[config.mk]
export PLATFORM = sky130hd
export DESIGN_NAME = id2exe_buffer
export DESIGN_NICKNAME = d
export VERILOG_FILES = /design/src/rtl/core_pkg.sv /design/src/rtl/id2exe_pkg.sv /design/src/rtl/id2exe_buffer.sv
export SDC_FILE = /design/constraint.sdc
export NUM_CORES = 1
export LEC_CHECK = 0
export CAP_MARGIN = 5
export CORE_MARGIN = 2
export CORE_UTILIZATION = 52
export DETAILED_ROUTE_END_ITERATION = 16
export PLACE_DENSITY = 0.9
export SLEW_MARGIN = 20
export SYNTH_ARGS = -nofsm -noshare
export SYNTH_HDL_FRONTEND = slang
export SYNTH_SLANG_ARGS = --single-unit
export TNS_END_PERCENT = 1
[constraint.sdc]
create_clock -name clk_i -period 38.3 [get_ports clk_i]
set_input_delay 5.745 -clock clk_i [delete_from_list [all_inputs] [get_ports clk_i]]
set_output_delay 5.745 -clock clk_i [all_outputs]
set_load 0.01 [all_outputs]
[src/rtl/core_pkg.sv]
// ---------------------------------------------------------------------------
// core_pkg
// Control-field encodings shared by the core pipeline stages. Every *_ctrl
// field has a no-operation encoding. The pc_ctrl NOP is "increment" (PC_INC),
// which is deliberately not the all-zero value.
// ---------------------------------------------------------------------------
package core_pkg;

    typedef enum logic [3:0] {
        ALU_NOP  = 4'h0,
        ALU_ADD  = 4'h1,
        ALU_SUB  = 4'h2,
        ALU_AND  = 4'h3,
        ALU_OR   = 4'h4,
        ALU_XOR  = 4'h5,
        ALU_SLL  = 4'h6,
        ALU_SRL  = 4'h7,
        ALU_SRA  = 4'h8,
        ALU_SLT  = 4'h9,
        ALU_SLTU = 4'hA
    } alu_ctrl_e;

    typedef enum logic [2:0] {
        LSU_NOP = 3'd0,
        LSU_LB  = 3'd1,
        LSU_LH  = 3'd2,
        LSU_LW  = 3'd3,
        LSU_SB  = 3'd4,
        LSU_SH  = 3'd5,
        LSU_SW  = 3'd6
    } lsu_ctrl_e;

    typedef enum logic [1:0] {
        CSR_NOP = 2'd0,
        CSR_RW  = 2'd1,
        CSR_RS  = 2'd2,
        CSR_RC  = 2'd3
    } csr_ctrl_e;

    typedef enum logic [1:0] {
        PC_STALL  = 2'd0,
        PC_INC    = 2'd1,
        PC_BRANCH = 2'd2,
        PC_JUMP   = 2'd3
    } pc_ctrl_e;

    typedef enum logic [1:0] {
        WB_NOP = 2'd0,
        WB_ALU = 2'd1,
        WB_LSU = 2'd2,
        WB_CSR = 2'd3
    } wb_ctrl_e;

endpackage

[src/rtl/id2exe_pkg.sv]
// ---------------------------------------------------------------------------
// id2exe_pkg
// Payload type carried from Decode to Execute, its NOP value (driven toward
// EXE whenever the buffer is empty), and the buffer depth limits.
// ---------------------------------------------------------------------------
package id2exe_pkg;

    import core_pkg::*;

    localparam int unsigned ID2EXE_DEPTH_MAX = 8;

    typedef struct packed {
        logic [4:0]  rd;
        logic [31:0] pc;
        logic [31:0] op1;
        logic [31:0] op2;
        logic [31:0] op3;
        alu_ctrl_e   alu_ctrl;
        lsu_ctrl_e   lsu_ctrl;
        csr_ctrl_e   csr_ctrl;
        pc_ctrl_e    pc_ctrl;
        wb_ctrl_e    wb_ctrl;
    } id2exe_t;

    localparam id2exe_t ID2EXE_NOP = '{
        rd:       5'd0,
        pc:       32'd0,
        op1:      32'd0,
        op2:      32'd0,
        op3:      32'd0,
        alu_ctrl: ALU_NOP,
        lsu_ctrl: LSU_NOP,
        csr_ctrl: CSR_NOP,
        pc_ctrl:  PC_INC,
        wb_ctrl:  WB_NOP
    };

    // Power-of-two depths only: the queue pointers rely on natural binary wrap.
    function automatic bit id2exe_depth_legal(input int unsigned depth);
        return (depth == 1) || (depth == 2) || (depth == 4) ||
               (depth == ID2EXE_DEPTH_MAX);
    endfunction

endpackage

[src/rtl/id2exe_buffer.sv]
// ---------------------------------------------------------------------------
// id2exe_buffer
// Elastic valid/ready buffer between Decode (ID) and Execute (EXE).
//   DEPTH == 1 : register mode, in_ready_o is combinational from out_ready_i
//                so a push and a pop in the same cycle give full throughput.
//   DEPTH >= 2 : circular queue with a registered in_ready_o (no path from
//                out_ready_i to in_ready_o). When full, a pop does not admit a
//                push in the same cycle.
// flush_i discards all entries and any push/pop of that cycle.
// out_data_o is ID2EXE_NOP whenever out_valid_o is low.
//
// Ports
//   clk_i        core clock, rising edge
//   rstn_i       asynchronous active-low reset
//   flush_i      synchronous flush
//   in_valid_i   / in_ready_o  / in_data_i    : ID side handshake + payload
//   out_valid_o  / out_ready_i / out_data_o   : EXE side handshake + payload
//   count_o      current occupancy
// ---------------------------------------------------------------------------
module id2exe_buffer
    import id2exe_pkg::*;
#(
    parameter int unsigned DEPTH = 2
) (
    input  logic                         clk_i,
    input  logic                         rstn_i,
    input  logic                         flush_i,
    input  logic                         in_valid_i,
    output logic                         in_ready_o,
    input  id2exe_t                      in_data_i,
    output logic                         out_valid_o,
    input  logic                         out_ready_i,
    output id2exe_t                      out_data_o,
    output logic [$clog2(DEPTH+1)-1:0]   count_o
);

    localparam int unsigned CW = $clog2(DEPTH + 1);

    if (!id2exe_depth_legal(DEPTH)) begin : g_depth_check
        $error("id2exe_buffer: DEPTH=%0d is not one of 1, 2, 4, 8", DEPTH);
    end

    id2exe_t head;

    assign out_data_o = out_valid_o ? head : ID2EXE_NOP;

    if (DEPTH == 1) begin : g_register
        logic    valid_q;
        id2exe_t data_q;
        logic    push;

        assign in_ready_o  = !valid_q | out_ready_i;
        assign push        = in_valid_i & in_ready_o;
        assign out_valid_o = valid_q;
        assign count_o     = valid_q;
        assign head        = data_q;

        // A push wins over a pop: the slot is refilled in the same edge.
        always_ff @(posedge clk_i or negedge rstn_i) begin
            if (!rstn_i) begin
                valid_q <= 1'b0;
            end else if (flush_i) begin
                valid_q <= 1'b0;
            end else if (push) begin
                valid_q <= 1'b1;
            end else if (out_ready_i) begin
                valid_q <= 1'b0;
            end
        end

        always_ff @(posedge clk_i) begin
            if (push && !flush_i) begin
                data_q <= in_data_i;
            end
        end

    end else begin : g_queue
        localparam int unsigned PW = $clog2(DEPTH);

        id2exe_t          mem_q [DEPTH];
        logic [PW-1:0]    wr_ptr_q;
        logic [PW-1:0]    wr_ptr_d;
        logic [PW-1:0]    rd_ptr_q;
        logic [PW-1:0]    rd_ptr_d;
        logic [CW-1:0]    count_q;
        logic [CW-1:0]    count_d;
        logic             in_ready_q;
        logic             in_ready_d;
        logic             push;
        logic             pop;

        assign push        = in_valid_i & in_ready_q;
        assign pop         = (count_q != '0) & out_ready_i;
        assign in_ready_o  = in_ready_q;
        assign out_valid_o = (count_q != '0);
        assign count_o     = count_q;
        assign head        = mem_q[rd_ptr_q];

        // Pointers wrap naturally because DEPTH is a power of two.
        always_comb begin
            wr_ptr_d = wr_ptr_q;
            rd_ptr_d = rd_ptr_q;
            count_d  = count_q;
            if (flush_i) begin
                wr_ptr_d = '0;
                rd_ptr_d = '0;
                count_d  = '0;
            end else begin
                if (push) begin
                    wr_ptr_d = wr_ptr_q + 1'b1;
                end
                if (pop) begin
                    rd_ptr_d = rd_ptr_q + 1'b1;
                end
                case ({push, pop})
                    2'b10:   count_d = count_q + 1'b1;
                    2'b01:   count_d = count_q - 1'b1;
                    default: count_d = count_q;
                endcase
            end
            // Registered ready is computed from the next occupancy, so a pop
            // at full only reopens the input after the edge.
            in_ready_d = (count_d < CW'(DEPTH));
        end

        always_ff @(posedge clk_i or negedge rstn_i) begin
            if (!rstn_i) begin
                wr_ptr_q   <= '0;
                rd_ptr_q   <= '0;
                count_q    <= '0;
                in_ready_q <= 1'b1;
            end else begin
                wr_ptr_q   <= wr_ptr_d;
                rd_ptr_q   <= rd_ptr_d;
                count_q    <= count_d;
                in_ready_q <= in_ready_d;
            end
        end

        always_ff @(posedge clk_i) begin
            if (push && !flush_i) begin
                mem_q[wr_ptr_q] <= in_data_i;
            end
        end
    end

endmodule

Yosys cells after proc, flatten, opt, wreduce, memory -nomap -nowiden
Memory sizes are Yosys's and may differ from the RTL's.
Index checks and enable logic that the tools add are counted.
Widths: inputs -> output; s select.
{"block": "classes", "bitwise_logic": 2, "reduce_logical": 5, "addsub": 4, "mux": 9, "magnitude_cmp": 1, "n_eq_ne": 2}
{"cell": "$mux 146", "count": 1}
{"cell": "$mux 1", "count": 6}
{"cell": "$reduce_bool 2->1", "count": 3}
{"cell": "$pmux 2 s2", "count": 1}
{"cell": "$add 1x1->1 const B", "count": 2}
{"cell": "$add 2x1->2 const B", "count": 1}
{"cell": "$and 1x1->1", "count": 2}
{"cell": "$eq 2x1->1 const B", "count": 1}
{"cell": "$eq 2x2->1 const B", "count": 1}
{"cell": "$lt 2x2->1 const B", "count": 1}
{"cell": "$mux 2", "count": 1}
{"cell": "$sub 2x1->2 const B", "count": 1}
{"cell": "$logic_and 1x1->1", "count": 1}
{"cell": "$logic_not 1->1", "count": 1}
{"block": "word_totals", "regBits": 5, "ramBits": 292, "word_cells": 28, "output_inout_bits": 150, "memories": 1, "input_bits": 151}
{"memory": "g_queue.mem_q", "words": 2, "width": 146, "read_ports": 1, "rd_ports_with_merged_regs": 0, "wr": 1, "line": "id2exe_buffer.sv:80", "text": "id2exe_t mem_q [DEPTH];"}

Depth between registers and ports, before layout
{"block": "depth", "ltp_word": 6, "depth_mapped": 6, "ltp_nobuf": 6}

Worst setup path after synthesis
No wires, ideal clock.
{"block": "synth_path", "kind": "input to register", "start": "input in_valid_i", "end": "memory g_queue.mem_q[1][0] in the netlist's numbering (enable)", "setup_ns": 0.860, "required_time_ns": 37.440, "path_buffers": 0, "arrival_time_ns": 16.484, "stages": 2, "setup_slack_ns": 20.956, "path_cell_list": "nand2_1 nor3b_1"}
{"block": "synth_via", "elab_chain_len": 4}
{"element": "start, declared", "line": "id2exe_buffer.sv:28", "text": "input logic in_valid_i,"}
{"element": "$and 1x1->1", "line": "id2exe_buffer.sv:92", "text": "assign push = in_valid_i & in_ready_q;"}
{"element": "$logic_and 1x1->1", "line": "id2exe_buffer.sv:141", "text": "if (push && !flush_i) begin"}
{"element": "$mux 1", "line": "id2exe_buffer.sv:141"}
{"element": "$mux 1 (not written as such)", "line": "id2exe_buffer.sv:142", "text": "mem_q[wr_ptr_q] <= in_data_i;"}
{"element": "end, declared", "line": "id2exe_buffer.sv:80"}
Every way passes these cells.

==> impl_metrics.tcl <==
set metrics [dict create \
    cts.htree.levels 1 \
    crit_chain "buf_4 -> mux2i_1 -> nor2_1 -> clkdlybuf4s50_1" \
    whs_ps 594.4 \
    die-area_sq_um 23220 \
    drive_gt1_share_pct 5.258 \
    hpwl_um 16420 \
    vias_per_cell 5.289 \
    drv_slew 0 \
    grt_remaining_overflow 0 \
    min_period_ps 8972 \
    ir_drop_v 0.00005713 \
    drc 0 \
    port_buffers 300 \
    max-slew-margin-rel_pct 29.30 \
    yosysSeqAreaShare_pct 77.69 \
    clock_skew_ps 10.20 \
    antenna_found_initial 1 \
    worst-path-max-fanout 60 \
    ys.flop_type "edfxtp_1" \
    yosys-top-cells-area "edfxtp_1 77%, mux2i_1 13%, nor2_1 4.9%" \
    path_delay_family "buffers and inverters" \
    synthArstFlopShare_pct 1.684 \
    via_count 6616 \
    cp_slowest_cell "buf_4" \
    critPathKind "register to output port" \
    fin_setup_tns_ps 0 \
    netlist.area_leader.share_pct 76.58 \
    synth_warnings 0 \
    cts-root-buf "clkbuf_16" \
    netlist_area_sq_um 11450 \
    total_power_mw 0.8700 \
    crit_buf_inv 2 \
    place_ws_ps 29580 \
    critPathLaunchType "register" \
    worstSkewPairLatency_ps 530 \
    min_path_type "register to register" \
    ctsResizeCount 0 \
    critPathArrivalTime_ps 3230 \
    num_io_pins 301 \
    grt_pass1_vias 6900 \
    syn-num-nets 799 \
    die_x_um 152.4 \
    p_leak_nw 4.980 \
    synth_cell_types 23 \
    drv_cap 0 \
    tritoncts "built" \
    yosysMostFrequentCell "edfxtp_1" \
    ys_ff_latch 297 \
    worstPathRequired_ps 32550 \
    nNetsFinal 1106 \
    synthToLayoutAreaGrowth_pct 34.25 \
    ant_nets 0 \
    grt_max_degree 89 \
    core.rowCount 54 \
    cpPeakStageDelay_ps 860 \
    grt_usage_pct 20.54 \
    drt-total-wl_um 24900 \
    synth_largest_area_cell "edfxtp_1" \
    endpoint_kind "output port" \
    max_freq_ghz 0.1115 \
    period_share_pct 23.43 \
    routabilityCongestion 0.8863 \
    numClockSinks 297 \
    clk_pin_slew_ps 60 \
    synth_common_cells "292 x edfxtp_1, 150 x nor2_1, 147 x mux2i_1" \
    worst_pin_slew_ps 1060 \
    ctsLongestPathBuffers 3 \
    syn_area_per_cell_sq_um 17.72 \
    fp.dieH_um 152.4 \
    netlist_instances 646 \
    final-setup-viol-count 0 \
    holdBufCountCts 0 \
    wire_per_inst_um 19.90 \
    drt_iter0_drc 373 \
    first_pass_iters 5 \
    fin_util_pct 70.87 \
    status "finished, final reports clean" \
    post-cts-setup-buffer-count 0 \
    cts_buffers 29 \
    grt_setup_unrepaired "no" \
    hold_viol 0 \
    grt_pass1_wl_um 37330 \
    p_per_area_nw_per_um2 56.60 \
    synth_edf_count 292 \
    nFillCells 1367 \
    coreArea_sq_um 21690 \
    start_util_pct 52.79 \
    worst_slack_ps 29330 \
]
## path summary, 6_finish.rpt
check / from / depth (start not counted) / slack, ps / to
worst max-delay path: g_queue.rd_ptr_q / 4 / 29330 / out_data_o[76]
worst min-delay path: g_queue.wr_ptr_q / 2 / 590 / g_queue.wr_ptr_q
worst max register to register: in_ready_o / 4 / 35570 / g_queue.mem_q[0][133]
worst min register to register: g_queue.wr_ptr_q / 2 / 590 / g_queue.wr_ptr_q
max in group asynchronous: rstn_i / 1 / 32520 / in_ready_o
min in group asynchronous: rstn_i / 1 / 5480 / g_queue.wr_ptr_q
## power breakdown
part | leakage, nW | switching (mW) | internal (mW)
clock | 0.413 | 0.110 | 0.149
combinational | 1.83 | 0.108 | 0.110
sequential | 2.74 | 0.0100 | 0.383
total | 4.98 | 0.228 | 0.642
## stage by stage
stage / cells / instance area, sq um
final: 1251 / 15370
after global routing: 1251 / 15370
after CTS: 1249 / 15340
after detailed placement: 1201 / 14490
after global placement: 1201 / 14490
after floorplan: 646 / 11450
## flip-flops by register name, indices dropped and copies added, names as in the netlist
signal	flops
g_queue.rd_ptr_q	1
in_ready_o	1
g_queue.wr_ptr_q	1
g_queue.mem_q	292
count_o	2
## kinds of logic after synthesis
| family | synth area share [%] |
|---|---|
| AO/OA/AOI/OAI | 0.08734 |
| adder cells (fa/ha/maj) | 0.2185 |
| AND/OR/NAND/NOR | 5.289 |
| multiplexers | 12.95 |
| flip-flops | 77.69 |
| buffers and inverters | 3.541 |
| XOR/XNOR | 0.2295 |
## cell usage in the layout, fill, tap and decap left out, drive strengths merged
cell type      netlist  final
xnor2                1      1
clkdlybuf4s50        0    300
nor3                 1      1
dfstp                1      1
nor3b                1      1
mux2                 1      1
nand2                3      3
mux2i              147    147
o21ai                1      1
xor2                 2      2
inv                  3      3
buf                 33      9
or3                  1      1
nor2               151    151
a21oi                1      1
clkinv               0      4
bufinv               0      1
edfxtp             292    292
nor2b                1      1
clkbuf               0     43
dfrtp                4      4
ha                   2      2
diode                0      1
## final cells by class
cell class	count	area, sq um	area share, %
Sequential cell	297	8899	57.89
Clock buffer	43	798.3	5.193
Inverter	3	11.26	0.07326
Antenna cell	1	2.502	0.01628
Clock inverter	5	48.80	0.3175
Timing Repair Buffer	309	3094	20.13
Multi-Input combinational cell	313	2167	14.10
Tap cell	280	350.3	2.279
## worst register-to-register path: cells and delay by family, from the launching register on
family	cells	cell delay, ps
flops	1	550
buf+inv	2	1400
simple gates	2	290
## metal layers
metal	wire length, um	up-vias	part of all wire, %	track usage, %
li1	-	3013	-	-
met1	9078	3238	36	24.25
met5	0	-	0	0
met4	691	0	2.8	6.854
met2	12790	315	51	35.93
met3	2339	50	9.4	6.371
No activity file was read; power rests on OpenSTA's default activity.
